--- config.mk ---
export PLATFORM = sky130hd
export DESIGN_NAME = kmc_intr_arb
export DESIGN_NICKNAME = d
export VERILOG_FILES = /design/src/rtl/kmcintr_pkg.sv /design/src/rtl/kmcintr_prio.sv /design/src/rtl/kmc_intr_arb.sv
export SDC_FILE = /design/constraint.sdc
export NUM_CORES = 1
export LEC_CHECK = 0
export BUFFER_PORTS_ARGS = -buffer_cell sky130_fd_sc_hd__clkbuf_2
export CORE_AREA = 5 5 42 44
export CTS_BUF_LIST = sky130_fd_sc_hd__clkbuf_8
export DETAILED_ROUTE_END_ITERATION = 10
export DIE_AREA = 0 0 47 49
export SYNTH_ARGS = -nofsm -noshare
export SYNTH_HDL_FRONTEND = slang
export SYNTH_SLANG_ARGS = --single-unit
--- constraint.sdc ---
create_clock -name clk -period 1.28 [get_ports clk]
set_input_delay 0.064 -clock clk [delete_from_list [all_inputs] [get_ports clk]]
set_output_delay 0.064 -clock clk [all_outputs]
set_load 0.01 [all_outputs]
--- src/rtl/kmcintr_pkg.sv ---
// kmcintr_pkg: shared types and constants for the KMC interrupt arbiter.
// State encoding, vector width and vector stride live here.
package kmcintr_pkg;

  localparam int VECT_W      = 9;
  localparam int VECT_STRIDE = 4;

  typedef enum logic [1:0] {
    IDLE    = 2'd0,
    ACT     = 2'd1,
    VECTCLR = 2'd2
  } kmc_state_e;

  function automatic int idx_w(input int n);
    return (n > 1) ? $clog2(n) : 1;
  endfunction

endpackage

--- src/rtl/kmcintr_prio.sv ---
// kmcintr_prio: fixed-priority encoder, lowest set index wins.
// Index is meaningful only when valid_o is high.
module kmcintr_prio
  import kmcintr_pkg::*;
#(
  parameter int N  = 2,
  parameter int IW = idx_w(N)
) (
  input  logic [N-1:0]  req_i,
  output logic          valid_o,
  output logic [IW-1:0] idx_o
);

  // Scan from the top so the lowest requesting index is the final write.
  always_comb begin
    valid_o = |req_i;
    idx_o   = '0;
    for (int i = N - 1; i >= 0; i--) begin
      if (req_i[i]) idx_o = IW'(i);
    end
  end

endmodule

--- src/rtl/kmc_intr_arb.sv ---
// kmc_intr_arb: PDP-11 style interrupt arbiter for the KMC channels.
// Define KMCINTR_OVRN_EN to add the per-channel kmcOVRN overrun flags.
module kmc_intr_arb
  import kmcintr_pkg::*;
#(
  parameter int                 NCHAN    = 2,
  parameter logic [VECT_W-1:0]  VECTBASE = 9'o300
) (
  input  logic              clk,
  input  logic              rst,
  input  logic              kmcINIT,
  input  logic [NCHAN-1:0]  kmcSETIRQ,
  input  logic [NCHAN-1:0]  kmcIENA,
  input  logic              kmcIACK,
  output logic              kmcIRQO,
  output logic [VECT_W-1:0] kmcVECT,
`ifdef KMCINTR_OVRN_EN
  output logic [NCHAN-1:0]  kmcOVRN,
`endif
  output logic [NCHAN-1:0]  kmcPEND
);

  localparam int IW = idx_w(NCHAN);

  kmc_state_e        state_q;
  logic [IW-1:0]     grant_q;
  logic              irq_q;
  logic [VECT_W-1:0] vect_q;
  logic [NCHAN-1:0]  pend_q, pend_d;
  logic [NCHAN-1:0]  req;
  logic [NCHAN-1:0]  clr_mask;
  logic              win_v;
  logic [IW-1:0]     win_idx;

  // Requests: latched or just-arriving strobes, gated by enable.
  always_comb begin
    req      = (pend_q | kmcSETIRQ) & kmcIENA;
    clr_mask = '0;
    if (state_q == ACT && kmcIACK) clr_mask[grant_q] = 1'b1;
    pend_d   = (pend_q & ~clr_mask) | kmcSETIRQ;
  end

  kmcintr_prio #(
    .N  (NCHAN),
    .IW (IW)
  ) u_prio (
    .req_i   (req),
    .valid_o (win_v),
    .idx_o   (win_idx)
  );

  // Pending flags; a strobe on the clearing edge keeps the bit set.
  always_ff @(posedge clk or posedge rst) begin
    if (rst)          pend_q <= '0;
    else if (kmcINIT) pend_q <= '0;
    else              pend_q <= pend_d;
  end

`ifdef KMCINTR_OVRN_EN
  logic [NCHAN-1:0] ovrn_q;

  // Sticky overrun: strobe while already pending, except on its clear.
  always_ff @(posedge clk or posedge rst) begin
    if (rst)          ovrn_q <= '0;
    else if (kmcINIT) ovrn_q <= '0;
    else              ovrn_q <= ovrn_q | (kmcSETIRQ & pend_q & ~clr_mask);
  end

  assign kmcOVRN = ovrn_q;
`endif

  // Handshake FSM; grant and vector frozen from ACT until back in IDLE.
  always_ff @(posedge clk or posedge rst) begin
    if (rst) begin
      state_q <= IDLE;
      grant_q <= '0;
      irq_q   <= 1'b0;
      vect_q  <= VECTBASE;
    end else if (kmcINIT) begin
      state_q <= IDLE;
      grant_q <= '0;
      irq_q   <= 1'b0;
      vect_q  <= VECTBASE;
    end else begin
      unique case (state_q)
        IDLE: begin
          if (win_v) begin
            state_q <= ACT;
            grant_q <= win_idx;
            irq_q   <= 1'b1;
            vect_q  <= VECTBASE
                     + VECT_W'(VECT_STRIDE) * VECT_W'(win_idx);
          end
        end
        ACT: begin
          if (kmcIACK) state_q <= VECTCLR;
        end
        VECTCLR: begin
          if (!kmcIACK) begin
            state_q <= IDLE;
            irq_q   <= 1'b0;
            vect_q  <= VECTBASE;
          end
        end
        default: begin
          state_q <= IDLE;
          irq_q   <= 1'b0;
          vect_q  <= VECTBASE;
        end
      endcase
    end
  end

  assign kmcIRQO = irq_q;
  assign kmcVECT = vect_q;
  assign kmcPEND = pend_q;

endmodule

# After elaboration in Yosys (flattened, before gate mapping)
# Index checks and enable logic that the tools add are counted.
dict set report word_totals {
  ff_bits 15
  inputBits 8
  output_inout_bits 12
}
dict set report classes {
  n_addsub 1
  order_cmp 2
  n_eq_ne 6
  muxes 22
  bitwise_logic 5
  n_reduce_logical 9
}
# operator count
set ops {}
lappend ops {{9-bit two-way mux} 3}
lappend ops {{9-bit case mux with 3 select lines} 1}
lappend ops {{2-bit two-way mux} 6}
lappend ops {{8-bit by 3-bit adder with 9-bit output, first input constant} 1}
lappend ops {{1-bit two-way mux} 9}
lappend ops {{3-bit != test, second input constant} 2}
lappend ops {{2-bit case mux with 3 select lines} 1}
lappend ops {{3-bit AND reduction} 2}
lappend ops {{2-bit bitwise AND} 2}
lappend ops {{2-bit bitwise OR} 2}
lappend ops {{2-bit nonzero test} 2}
lappend ops {{3-bit by 2-bit != test with 1-bit output, second input constant} 1}
lappend ops {{1-bit case mux with 3 select lines} 1}
lappend ops {{2-bit by 1-bit equality test with 1-bit output, second input constant} 1}
lappend ops {{2-bit equality test, second input constant} 1}
lappend ops {{1-bit logical AND} 2}
lappend ops {{2-bit zero test} 1}
lappend ops {{1-bit by 2-bit less-than comparator with 1-bit output, second input constant} 1}
lappend ops {{2-bit != test, second input constant} 1}
lappend ops {{2-bit inverter} 1}
lappend ops {{2-bit AND reduction} 1}
lappend ops {{2-bit OR reduction} 1}
lappend ops {{1-bit demux with 1-bit select} 1}
lappend ops {{1-bit >= comparator, second input constant} 1}

# Depth between registers and ports, before layout
dict set report logic_depth {
  depth_word 9
  depth_mapped 3
}

# Hierarchy
# Synthesis repeated with hierarchy kept, for this count alone.
dict set report unflattened {
  hier_cells 48
  area_unflattened_um2 429.2
}
# module instances cells_each area_each_um2
set by_module_without_submodules {}
lappend by_module_without_submodules {kmc_intr_arb 1 46 416.6}
lappend by_module_without_submodules {kmcintr_prio 1 2 12.5}

# Worst setup path after synthesis
# Ideal clock, no wire load.
dict set report synth_path {
  kind {reg2reg}
  from {register state_q[0]}
  to {register pend_q[1] (netlist: kmcPEND[1])}
  arrival_time_ns 0.963
  slack_ns 0.221
  stages_incl_launch_ff 4
  n_path_buf 0
  synth_period_minus_slack_ns 1.059
  cell_sequence {dfrtp_1 -> nor2b_1 -> and2_4 -> a311oi_2}
}
dict set report synth_via {
  elab_chain_cells 7
}
# element line
set synth_rtl {}
lappend synth_rtl {{start: declaration} kmc_intr_arb.sv:25} ;# kmc_state_e state_q;
lappend synth_rtl {{start signal: assignment} kmc_intr_arb.sv:75} ;# state_q <= IDLE;
lappend synth_rtl {{start signal: assignment} kmc_intr_arb.sv:80} ;# state_q <= IDLE;
lappend synth_rtl {{start signal: assignment} kmc_intr_arb.sv:88} ;# state_q <= ACT;
lappend synth_rtl {{2-bit by 1-bit equality test with 1-bit output} kmc_intr_arb.sv:39} ;# if (state_q == ACT && kmcIACK) clr_mask[grant_q] = 1'b1;
lappend synth_rtl {{1-bit logical AND} kmc_intr_arb.sv:39}
lappend synth_rtl {{2-bit two-way mux} kmc_intr_arb.sv:39}
lappend synth_rtl {{2-bit inverter} kmc_intr_arb.sv:40} ;# pend_d = (pend_q & ~clr_mask) | kmcSETIRQ;
lappend synth_rtl {{2-bit bitwise AND} kmc_intr_arb.sv:40}
lappend synth_rtl {{2-bit bitwise OR} kmc_intr_arb.sv:40}
lappend synth_rtl {{2-bit two-way mux} kmc_intr_arb.sv:55} ;# else if (kmcINIT) pend_q <= '0;
lappend synth_rtl {{end signal: assignment} kmc_intr_arb.sv:56} ;# else pend_q <= pend_d;
lappend synth_rtl {{end: declaration} kmc_intr_arb.sv:29} ;# logic [NCHAN-1:0] pend_q, pend_d;
# Every way passes these cells.
# A chain may end at the register's enable or synchronous reset.

# Worst setup path after layout
# Same ends and word-level chain as after synthesis.

==> flow_results.xml <==
<?xml version="1.0" encoding="UTF-8"?>
<metrics>
  <group name="outcome">
    <metric name="outcome" unit="">completed</metric>
  </group>
  <group name="pwr">
    <metric name="power.density" unit="mW/mm2">1320</metric>
    <metric name="share_of_total_power_in_the_clock_network" unit="%">44.5</metric>
    <metric name="vdd_drop_max" unit="mV">0.392</metric>
    <metric name="power.share.switching" unit="%">26.8</metric>
    <metric name="p_comb_share" unit="%">17.0</metric>
    <metric name="p_int" unit="uW">502</metric>
    <metric name="power_leakage" unit="nW">0.257</metric>
    <metric name="power_frac_seq" unit="%">38.5</metric>
    <metric name="total_switching_power" unit="uW">183</metric>
    <metric name="p_total" unit="uW">685</metric>
  </group>
  <group name="synth">
    <metric name="synthesis.instances" unit="">45</metric>
    <metric name="yosys_register_bits" unit="">7</metric>
    <metric name="yosys_warnings" unit="">0</metric>
    <metric name="synth.yosys.seq_area_share" unit="%">41.1</metric>
    <metric name="netlist.top_cell.by_area" unit="">dfrtp_1</metric>
    <metric name="synth_largest_type_area_fraction" unit="%">41.1</metric>
    <metric name="netlist_top_cells_area" unit="">dfrtp_1 41%, buf_4 14%, a2111oi_2 3.5%</metric>
    <metric name="mean_post_synth_cell_area" unit="um2">9.48</metric>
    <metric name="syn_area" unit="um2">427</metric>
    <metric name="yosys.cell_types.count" unit="">21</metric>
  </group>
  <group name="hold_path">
    <metric name="hold_end" unit="">state_q[0]</metric>
    <metric name="hp-class" unit="">in -&gt; reg</metric>
    <metric name="worstHoldPathCells" unit="">2</metric>
    <metric name="timing.hold.worst.start" unit="">kmcIACK</metric>
  </group>
  <group name="clocking">
    <metric name="numCtsBuffers" unit="">3</metric>
    <metric name="post_cts_resize_count" unit="">0</metric>
    <metric name="tritoncts" unit="">done</metric>
    <metric name="cts.reportedPaths.clkPinSlew" unit="ns">0.04</metric>
    <metric name="htreeDepth" unit="">1</metric>
    <metric name="maximum_buffer_depth_of_the_clock_tree" unit="">2</metric>
    <metric name="clock-sinks" unit="">7</metric>
    <metric name="ctsRootBufferMaster" unit="">clkbuf_8</metric>
    <metric name="worstSkewPairLatency" unit="ns">0.23</metric>
  </group>
  <group name="floorplanning">
    <metric name="die_height" unit="um">49</metric>
    <metric name="die_width" unit="um">47</metric>
    <metric name="core" unit="mm2">0.00140</metric>
    <metric name="std_cell_rows" unit="">14</metric>
    <metric name="fp.dieArea" unit="mm2">0.00230</metric>
    <metric name="top_level_ports" unit="">20</metric>
    <metric name="initial_core_util" unit="%">30.4</metric>
  </group>
  <group name="layout">
    <metric name="final.fill_count" unit="">158</metric>
    <metric name="nNetsFinal" unit="">68</metric>
    <metric name="antenna_cells" unit="">0</metric>
    <metric name="areaGrowthSynthToFinish" unit="%">21.7</metric>
    <metric name="fraction_of_layout_cells_with_a_size_suffix_above_1" unit="%">28.8</metric>
  </group>
  <group name="route">
    <metric name="finalWirelength" unit="um">802</metric>
    <metric name="route.vias.total" unit="">333</metric>
    <metric name="final_antenna_net_count" unit="">0</metric>
    <metric name="detail_route.wl_per_cell" unit="um">10.7</metric>
    <metric name="drc_errors" unit="">0</metric>
    <metric name="first_pass_iters" unit="">3</metric>
    <metric name="avgViaCountPerCell" unit="">4.44</metric>
    <metric name="drt_iter0_markers" unit="">8</metric>
  </group>
  <group name="critical_path">
    <metric name="worstPathCellList" unit="">nor2b_1 -&gt; and2_4 -&gt; a311oi_2</metric>
    <metric name="critical_path_class" unit="">reg -&gt; reg</metric>
    <metric name="required" unit="ns">1.41</metric>
    <metric name="cell_count_of_the_worst_reg_to_reg_path" unit="">3</metric>
    <metric name="critical_path_source_type" unit="">flop</metric>
    <metric name="crit-reg2reg-capture" unit="">kmcPEND[1]</metric>
    <metric name="critPathMaxStageDelay" unit="ns">0.44</metric>
    <metric name="crit_slowest_cell" unit="">dfrtp_1</metric>
    <metric name="cp.buffers_inverters" unit="">0</metric>
    <metric name="regToRegStartpoint" unit="">state_q[0]</metric>
    <metric name="critPathTopFamily" unit="">flip-flops</metric>
    <metric name="worst-endpoint-arrival" unit="ns">1.25</metric>
    <metric name="worstSetupEndpointType" unit="">flop</metric>
    <metric name="reg2reg_setup_slack" unit="ns">0.16</metric>
    <metric name="worst-path-max-fanout" unit="">7</metric>
  </group>
  <group name="place">
    <metric name="gpl.final_weighted_congestion" unit="">0.783</metric>
    <metric name="hpwl" unit="um">628</metric>
    <metric name="port_buffers" unit="">11</metric>
  </group>
  <group name="sta">
    <metric name="maxSlewViolCount" unit="">0</metric>
    <metric name="layout_min_cycle_time" unit="ns">1.12</metric>
    <metric name="min_period_over_period" unit="%">87.2</metric>
    <metric name="timing.final.hold_violations" unit="">0</metric>
    <metric name="setup-tns-final" unit="ns">0</metric>
    <metric name="setup_viols_final" unit="">0</metric>
    <metric name="clock_skew" unit="ns">0.00110</metric>
    <metric name="grt_setup_unrepaired" unit="">no</metric>
    <metric name="maxClockFrequency" unit="GHz">0.896</metric>
  </group>
  <group name="global_routing">
    <metric name="vias_in_the_first_global_route" unit="">290</metric>
    <metric name="overflow" unit="">0</metric>
    <metric name="antenna_found_initial" unit="">0</metric>
    <metric name="grt_start_max_net_pins" unit="">9</metric>
    <metric name="wire_length_of_the_first_global_routing_pass" unit="mm">1.28</metric>
    <metric name="grt_usage" unit="%">8.22</metric>
  </group>
  <group name="job">
    <metric name="drv_cap" unit="">0</metric>
  </group>
</metrics>
-- flip-flops by register name, summed over array words and instances (netlist names) --
register / count
kmcVECT: 1
state_q: 2
grant_q: 1
kmcPEND: 2
kmcIRQO: 1
-- logic make-up (layout without fill, tap and decap cells) --
family	count (synthesis)	count (layout)	synth area share (%)
buf+inv	11	19	16.7
compound gates	12	12	22.3
simple gates	12	12	16.1
xor+xnor	1	1	2.05
other cells	2	8	1.76
flops	7	7	41.1
-- through the flow --
stage / setup slack (ns) / util [%] / instance area, um2 / std cells / hold slack [ns]
2_1_floorplan: 0.221 / - / 449 / 51 / -0.133
3_3_place_gp: 0.200 / 33.1 / 464 / 70 / -0.00432
3_5_place_dp: 0.167 / 33.1 / 464 / 70 / -0.00394
4_1_cts: 0.159 / 37.1 / 519 / 75 / 0.0907
5_1_grt: 0.104 / 37.1 / 519 / 75 / 0.109
6_report: 0.164 / 37.1 / 519 / 75 / 0.0881
-- cell usage after synthesis --
master / count
nor3b_1: 1
a311oi_2: 1
o41ai_1: 1
o21ai_0: 2
conb_1: 2
and2_4: 1
and3b_1: 1
nor3_1: 1
buf_4: 8
dfrtp_1: 7
nand2b_1: 1
a211oi_1: 2
nand3_1: 1
nor2b_1: 2
o21a_1: 2
inv_1: 3
a2111oi_2: 1
xnor2_1: 1
a21oi_1: 2
a31oi_1: 1
nor2_1: 4
-- cells in the final DEF (no fill, tap or decap) --
master and count:
nor2_1 4, conb_1 8, a31oi_1 1, nor3b_1 1
and2_4 1, clkbuf_2 11, and3b_1 1, a211oi_1 2
o21ai_0 2, nand3_1 1, nor3_1 1, dlygate4sd3_1 1
xnor2_1 1, dfrtp_1 7, clkbuf_8 3, nor2b_1 2
a21oi_1 2, inv_1 4, a311oi_2 1, o41ai_1 1
o21a_1 2, nand2b_1 1, a2111oi_2 1
-- power groups by stage --
stage	clock network, mW	logic [mW]	registers, mW
after global routing	0.330	0.133	0.268
after CTS	0.314	0.117	0.264
after detailed placement	0	0.115	0.267
final	0.305	0.116	0.264
after floorplan	0	0.0889	0.269
after global placement	0	0.116	0.266
-- worst max path at each step --
stage               start          to  slack (ns)  depth (start not counted)
6_report       state_q[0]  kmcPEND[1]        0.16                          3
2_1_floorplan  state_q[0]  kmcPEND[1]        0.22                          3
5_1_grt        state_q[0]  kmcPEND[1]        0.10                          3
3_3_place_gp   state_q[0]  kmcPEND[1]        0.20                          3
4_1_cts        state_q[0]  kmcPEND[1]        0.16                          3
3_5_place_dp   state_q[0]  kmcPEND[1]        0.17                          3
-- per-layer routing --
layer / vias up / GRT usage, % / part of all wire, %
li1: 167 / - / -
met1: 147 / 11.2 / 46
met2: 16 / 8.82 / 39
met3: 3 / 4.43 / 12
met4: 0 / 6.91 / 2.9
met5: - / 0 / 0
-- final cells by class --
type | count | area (um2) | share of cell area [%]
Multi-Input combinational cell | 33 | 203 | 39.0
Sequential cell | 7 | 175 | 33.7
Timing Repair Buffer | 12 | 65.1 | 12.5
Clock buffer | 3 | 41.3 | 7.95
Tap cell | 16 | 20.0 | 3.86
Inverter | 3 | 11.3 | 2.17
Clock inverter | 1 | 3.75 | 0.723
-- timing repair --
item,CTS,global route
endpoints found under the hold margin,7,0
hold buffers,1,0
buffers inserted,0,0
Power figures use the tool's default switching activity.
